## config.mk

```make
export PLATFORM = sky130hd
export DESIGN_NAME = mem_arbiter
export DESIGN_NICKNAME = d
export VERILOG_FILES = /design/src/rtl/mem_arbiter.sv
export SDC_FILE = /design/constraint.sdc
export NUM_CORES = 1
export LEC_CHECK = 0
export ABC_CLOCK_PERIOD_IN_PS = 2590
export CORE_AREA = 8 8 101 103
export CTS_CLUSTER_SIZE = 8
export DETAILED_ROUTE_END_ITERATION = 7
export DIE_AREA = 0 0 109 111
export PLACE_DENSITY = 0.89
export SLEW_MARGIN = 20
export SYNTH_ARGS = -nofsm -noshare
export SYNTH_HDL_FRONTEND = slang
export SYNTH_SLANG_ARGS = --single-unit
```

## constraint.sdc

```tcl
create_clock -name clk -period 2.59 [get_ports clk]
set_clock_uncertainty 0.1 [all_clocks]
set_input_delay 0.518 -clock clk [delete_from_list [all_inputs] [get_ports clk]]
set_output_delay 0.518 -clock clk [all_outputs]
set_load 0.05 [all_outputs]
```

## src/rtl/mem_arbiter.sv

```systemverilog
// Two-port (instruction fetch / data load-store) arbiter onto one Avalon-style word memory port.
// Latency: one IDLE arbitration cycle, then completion in the first grant cycle with mem_waitrequest=0.
// Backpressure: the non-granted port sees waitrequest=1; a watchdog force-completes long memory stalls.
module mem_arbiter #(
    parameter int TIMEOUT_CYCLES = 64,
    parameter int CNT_W          = 7
) (
    input  logic        clk,
    input  logic        reset,

    input  logic        i_read,
    input  logic [31:0] i_address,
    output logic [31:0] i_readdata,
    output logic        i_waitrequest,

    input  logic        d_read,
    input  logic        d_write,
    input  logic [3:0]  d_byteenable,
    input  logic [31:0] d_address,
    input  logic [31:0] d_writedata,
    output logic [31:0] d_readdata,
    output logic        d_waitrequest,

    output logic        mem_read,
    output logic        mem_write,
    output logic [3:0]  mem_byteenable,
    output logic [31:0] mem_address,
    output logic [31:0] mem_writedata,
    input  logic [31:0] mem_readdata,
    input  logic        mem_waitrequest,

    output logic        timeout_err
);

    typedef enum logic [1:0] {
        IDLE    = 2'd0,
        GRANT_I = 2'd1,
        GRANT_D = 2'd2
    } state_t;

    // Counter value seen in the stalled cycle that becomes the forced completion.
    localparam logic [CNT_W-1:0] CNT_LAST = CNT_W'(TIMEOUT_CYCLES - 1);

    state_t           state;
    state_t           state_nxt;
    logic             last_grant_d;
    logic [CNT_W-1:0] cnt;

    logic i_req;
    logic d_req;
    logic gnt_req;
    logic stall_last;
    logic done;
    logic forced;

    assign i_req = i_read;
    assign d_req = d_read | d_write;

    always_comb begin
        gnt_req = 1'b0;
        case (state)
            GRANT_I: gnt_req = i_req;
            GRANT_D: gnt_req = d_req;
            default: gnt_req = 1'b0;
        endcase
    end

    // A transaction whose requester has withdrawn never completes, even if memory is ready.
    assign stall_last = mem_waitrequest && (cnt == CNT_LAST);
    assign done       = gnt_req && (!mem_waitrequest || stall_last);
    assign forced     = gnt_req && stall_last;

    always_ff @(posedge clk) begin
        if (reset) begin
            state        <= IDLE;
            last_grant_d <= 1'b1;
            cnt          <= '0;
            timeout_err  <= 1'b0;
        end else begin
            state <= state_nxt;
            if (state == IDLE) begin
                if (state_nxt != IDLE) begin
                    last_grant_d <= (state_nxt == GRANT_D);
                    cnt          <= '0;
                end
            end else if (mem_waitrequest && (cnt != CNT_LAST)) begin
                cnt <= cnt + CNT_W'(1);
            end
            if (forced) begin
                timeout_err <= 1'b1;
            end
        end
    end

    always_comb begin
        state_nxt = state;
        case (state)
            IDLE: begin
                if (i_req && d_req) begin
                    state_nxt = last_grant_d ? GRANT_I : GRANT_D;
                end else if (i_req) begin
                    state_nxt = GRANT_I;
                end else if (d_req) begin
                    state_nxt = GRANT_D;
                end else begin
                    state_nxt = IDLE;
                end
            end
            GRANT_I, GRANT_D: begin
                if (!gnt_req || done) begin
                    state_nxt = IDLE;
                end
            end
            default: state_nxt = IDLE;
        endcase
    end

    always_comb begin
        mem_read       = 1'b0;
        mem_write      = 1'b0;
        mem_byteenable = 4'b0000;
        mem_address    = 32'h0000_0000;
        mem_writedata  = 32'h0000_0000;
        i_waitrequest  = 1'b1;
        d_waitrequest  = 1'b1;
        i_readdata     = 32'h0000_0000;
        d_readdata     = 32'h0000_0000;
        case (state)
            GRANT_I: begin
                mem_read       = i_read;
                mem_address    = i_address;
                mem_byteenable = 4'b1111;
                i_waitrequest  = !done;
                if (done && !forced) begin
                    i_readdata = mem_readdata;
                end
            end
            GRANT_D: begin
                // Simultaneous read+write is treated as a write.
                mem_read       = d_read & ~d_write;
                mem_write      = d_write;
                mem_byteenable = d_byteenable;
                mem_address    = d_address;
                mem_writedata  = d_writedata;
                d_waitrequest  = !done;
                if (done && !forced && !d_write) begin
                    d_readdata = mem_readdata;
                end
            end
            default: begin
            end
        endcase
    end

endmodule

```

==> Word-level counts from Yosys, hierarchy flattened <==
Cells that the tools add are included.
{ "classes": {"addsub": 1, "multipliers": 0, "n_div": 0, "magnitude_cmp": 0, "n_eq_ne": 6, "n_shift": 0, "mux": 21, "n_bitwise": 3, "reduce_logical": 20} }
{ "ops": {"columns": ["cell", "count"], "rows": [
  ["32-bit two-way mux", 5],
  ["32-bit case mux with 2 select lines", 1],
  ["7-bit two-way mux", 3],
  ["2-bit two-way mux", 5],
  ["4-bit case mux with 2 select lines", 1],
  ["7-bit by 1-bit adder with 7-bit output (second input constant)", 1],
  ["7-bit by 6-bit equality test with 1-bit output (second input constant)", 1],
  ["1-bit logical AND", 7],
  ["7-bit by 6-bit inequality test with 1-bit output (second input constant)", 1],
  ["1-bit zero test", 5],
  ["2-bit equality test (second input constant)", 2],
  ["1-bit case mux with 2 select lines", 2],
  ["2-bit case mux with 2 select lines", 1],
  ["2-bit AND reduction", 2],
  ["2-bit nonzero test", 2],
  ["1-bit two-way mux", 3],
  ["2-bit by 1-bit equality test with 1-bit output (second input constant)", 1],
  ["2-bit zero test", 1],
  ["1-bit logical OR", 2],
  ["2-bit by 1-bit inequality test with 1-bit output (second input constant)", 1],
  ["2-bit OR reduction", 1],
  ["1-bit AND", 1],
  ["1-bit NOT", 1],
  ["1-bit bitwise OR", 1]
]} }
{ "word_totals": {"ff_bits": 11, "latchBits": 0, "ramBits": 0, "rom_bits": 0, "inputBits": 138, "output_inout_bits": 137, "elab_cells": 55, "n_memories": 0} }

==> Longest topological paths before layout <==
{ "logic_depth": {"depth_word": 10, "depth_mapped": 9, "ltp_nobuf": 7} }

==> Worst setup path before layout <==
OpenSTA, ideal clock, no wires.
{ "synth_timing": {"path_type": "reg-to-output", "startpoint": "reg state[0]", "endpoint": "out mem_read", "arrival_ns": 2.182, "required_time_ns": 1.972, "setup_slack_ns": -0.210, "path_stages_with_launch": 7, "path_buffers": 2, "path_cell_list": "dfxtp_1 inv_1 ha_1 buf_2 clkbuf_1 nand3b_1 a21boi_0"} }
{ "synth_between": {"elab_chain_len": 2, "word_cells_on_any_way": 3, "cone_classes": "2 x eq/ne; 1 x mux"} }
{ "synth_lines": {"columns": ["element", "line", "text"], "rows": [
  ["start, declared", "44", "state_t state;"],
  ["start signal, assigned", "80", "state <= state_nxt;"],
  ["2-bit equality test / 2-bit by 1-bit equality test with 1-bit output (equally long branches)", "128", "case (state)"],
  ["1-bit case mux with 2 select lines (*)", "128", null],
  ["end, declared", "24", "output logic mem_read,"]
]} }
Every way passes the cells marked *; elsewhere a longest branch is shown, timed or not.

==> Worst setup path after layout <==
{ "layout_timing": {"startpoint": "reg state[0]", "endpoint": "out i_readdata[7]"} }
{ "layout_between": {"elab_chain_len": 7, "word_cells_on_any_way": 9, "cone_classes": "2 x eq/ne; 3 x mux; 4 x reduce/logical"} }
{ "layout_lines": {"columns": ["element", "line", "text"], "rows": [
  ["2-bit equality test / 2-bit by 1-bit equality test with 1-bit output (equally long branches)", "61, 128", null],
  ["1-bit case mux with 2 select lines", "61", "case (state)"],
  ["1-bit logical AND", "71", "assign forced = gnt_req && stall_last;"],
  ["1-bit zero test", "134", "if (done && !forced) begin"],
  ["1-bit logical AND", "134", null],
  ["32-bit two-way mux", "134", null],
  ["32-bit two-way mux (*)", "128", null],
  ["end, declared", "13", "output logic [31:0] i_readdata,"]
]} }
Marks and branches as above.

==> flow_summary.yaml <==
synth:
  synth_area_sq_um: 1909
  yosysTopAreaCell: "and2_1"
  async_flop_share_pct: 0
  synth_top_area_share_pct: 31.78
  synthFlopType: "dfxtp_1"
  synth_edf_count: 0
  yosysSeqAreaShare_pct: 11.53
  yosys-top-cells-count: "and2_1 (97), nor2b_1 (36), a22oi_1 (32)"
  yosysWarnings: 0
  synth_cell_types: 40
  avgSynthCellArea_sq_um: 6.795
  ys_ff_latch: 11
  synth_cells: 281
  synth_most_common_cell: "and2_1"
  syn-num-nets: 424
  synthTopCellsByArea: "and2_1 (32%), a22oi_1 (13%), nor2b_1 (12%)"
clock_network:
  cts_made_buffers: 3
  cts_tree: "built"
  clk_latency_ps: 240
  cts_hold_buf: 0
  root_buffer: "clkbuf_8"
  cts.path.max_buffers: 2
  path_clk_slew_ps: 50
  htreeDepth: 1
  cts.sinks: 11
drt:
  drc: 0
  postRouteAntennaNets: 0
  drt-initial-drc-count: 225
  dr.pass1.iters: 5
  vias: 3503
  routedWlPerCell_um: 26.55
  viasPerCell: 5.190
  finalWirelength_um: 17920
sta:
  hold_viol: 0
  worst_pin_slew_ps: 552.6
  period_share_pct: 101.1
  slew_headroom_pct: 63.04
  slew_viol_final: 0
  setup_viol_count_final: 16
  rsz0062_at_grt: "yes"
  period_needed_ps: 2618
  whs_ps: 382.9
  fmaxAchievable_mhz: 382.0
  worst_slack_ps: -27.73
hold_path:
  hold_path_depth: 2
  worstHoldPathType: "flop to flop"
run_status:
  violations: "setup timing"
  status: "finished with violations"
floorplanning:
  num_io_pins: 275
  die-area_sq_um: 12100
  fp.dieH_um: 111
  initial_core_util_pct: 22.33
  fp.coreArea_sq_um: 8551
  die_width_um: 109
  rows: 34
setup_path:
  crit_path_end_kind: "output pin"
  path_cells: "inv_4 -> ha_4 -> o21ai_4 -> buf_4 -> a21boi_2 -> and3_4 -> buf_12 -> and2_2 -> buf_12"
  criticalPathCategory: "flop to output pin"
  crit_slowest_cell: "dfxtp_4"
  max_stage_delay_ps: 370
  arrival_ps: 2000
  worstSetupPathDepth: 9
  required_ps: 1970
  crit_top_cell: "buf_12"
  startpoint_type: "flop"
  crit_buf_inv: 4
  cp_top_family: "buffers and inverters"
  crit_path_max_fanout: 15
  reg2regPathDepth: 8
global_routing:
  grt_pass1_wl_um: 24410
  grt_usage_pct: 26.75
  grt-ovfl-total: 0
  antenna_found_initial: 2
  grt_pass1_vias: 3612
  grt_max_degree: 39
final_layout:
  num-nets-final: 709
  final_util_pct: 79.13
  area_delta_synth_final_pct: 254.4
  drive_gt1_share_pct: 48.67
placed_design:
  hpwl_um: 13470
  port_buffers: 274
  place.gp.congestion: 0.8602
power:
  ir_drop_v: 0.0003325
  p_per_area_nw_per_um2: 216.5
  p_total_w: 0.001465
  p_leak_nw: 2.623
job:
  drv_cap: 0
flip-flops by register name (all words and copies together) (netlist names):
| register | flops |
|---|---|
| timeout_err | 1 |
| cnt | 7 |
| last_grant_d | 1 |
| state | 2 |
per-layer routing:
layer	global-route usage, %	vias up	share of wire, %	wire (um)
met4	7.580	0	3.6	644
met3	5.756	61	7.5	1346
met5	0	-	0	0
li1	-	1530	-	-
met1	26.14	1685	33	5978
met2	53.01	227	56	9950
final timing paths:
path                            slack (ps)                      from                       end
worst max-delay path                   -30       state[0]$_SDFF_PP0_             i_readdata[7]
worst min-delay path                   380  timeout_err$_SDFFE_PP0P_  timeout_err$_SDFFE_PP0P_
worst max register to register         260       state[0]$_SDFF_PP0_       cnt[4]$_SDFFE_PP0P_
worst min register to register         380  timeout_err$_SDFFE_PP0P_  timeout_err$_SDFFE_PP0P_
final cells by class:
class | count | area [sq um]
timing repair buffer | 305 | 4451
multi-input combinational | 240 | 1871
fill | 463 | 1784
sequential | 11 | 236.5
tap | 108 | 135.1
clock buffer | 4 | 45.04
inverter | 5 | 23.77
antenna | 2 | 5.005
cells in the final DEF (no fill, tap or decap), types with 9 or more instances in the layout:
master,Yosys,routed
a21oi_1,10,10
a22oi_1,32,32
and2_1,97,33
and2_4,0,61
buf_12,0,136
buf_4,0,22
clkdlybuf4s50_1,0,134
nand2_1,12,9
nor2b_1,36,23
nor2b_2,0,13
worst reg2reg max path: cells and delay by family (launching register included):
family                   cells  cell delay [ps]
flip-flops                   1              400
AND/OR/NAND/NOR              1              110
buffers and inverters        2              360
AO/OA/AOI/OAI                4              940
adder cells (fa/ha/maj)      1              270
logic make-up after synthesis:
kind of cell	share of synthesized area [%]
fa+ha+maj	3.277
compound gates	25.62
buf+inv	6.291
simple gates	53.28
flops	11.53
stage by stage:
| step | TNS, ps | area (sq um) | cells | setup slack [ps] |
|---|---|---|---|---|
| detailed placement | -14460 | 6269 | 654 | -266.7 |
| global placement | -9515 | 6269 | 654 | -166.7 |
| global route | -3073 | 6766 | 675 | -74.67 |
| CTS | -314.4 | 6625 | 667 | -47.30 |
| finish | -108.6 | 6766 | 675 | -27.73 |
| floorplan | -95.64 | 1987 | 281 | -3.360 |
timing repair:
item | in CTS | in global routing
resized for setup | 66 | 37
setup buffers | 6 | 5
setup endpoints to repair | 66 | 66
gates cloned | 3 | 2
pin swaps | 9 | 29
report_power, final:
group          switching (W)  internal, W
clock              0.0000632     0.000108
combinational       0.000534     0.000572
sequential         0.0000120     0.000177
total               0.000609     0.000856
Note: power is estimated with default switching activity, not from simulation.
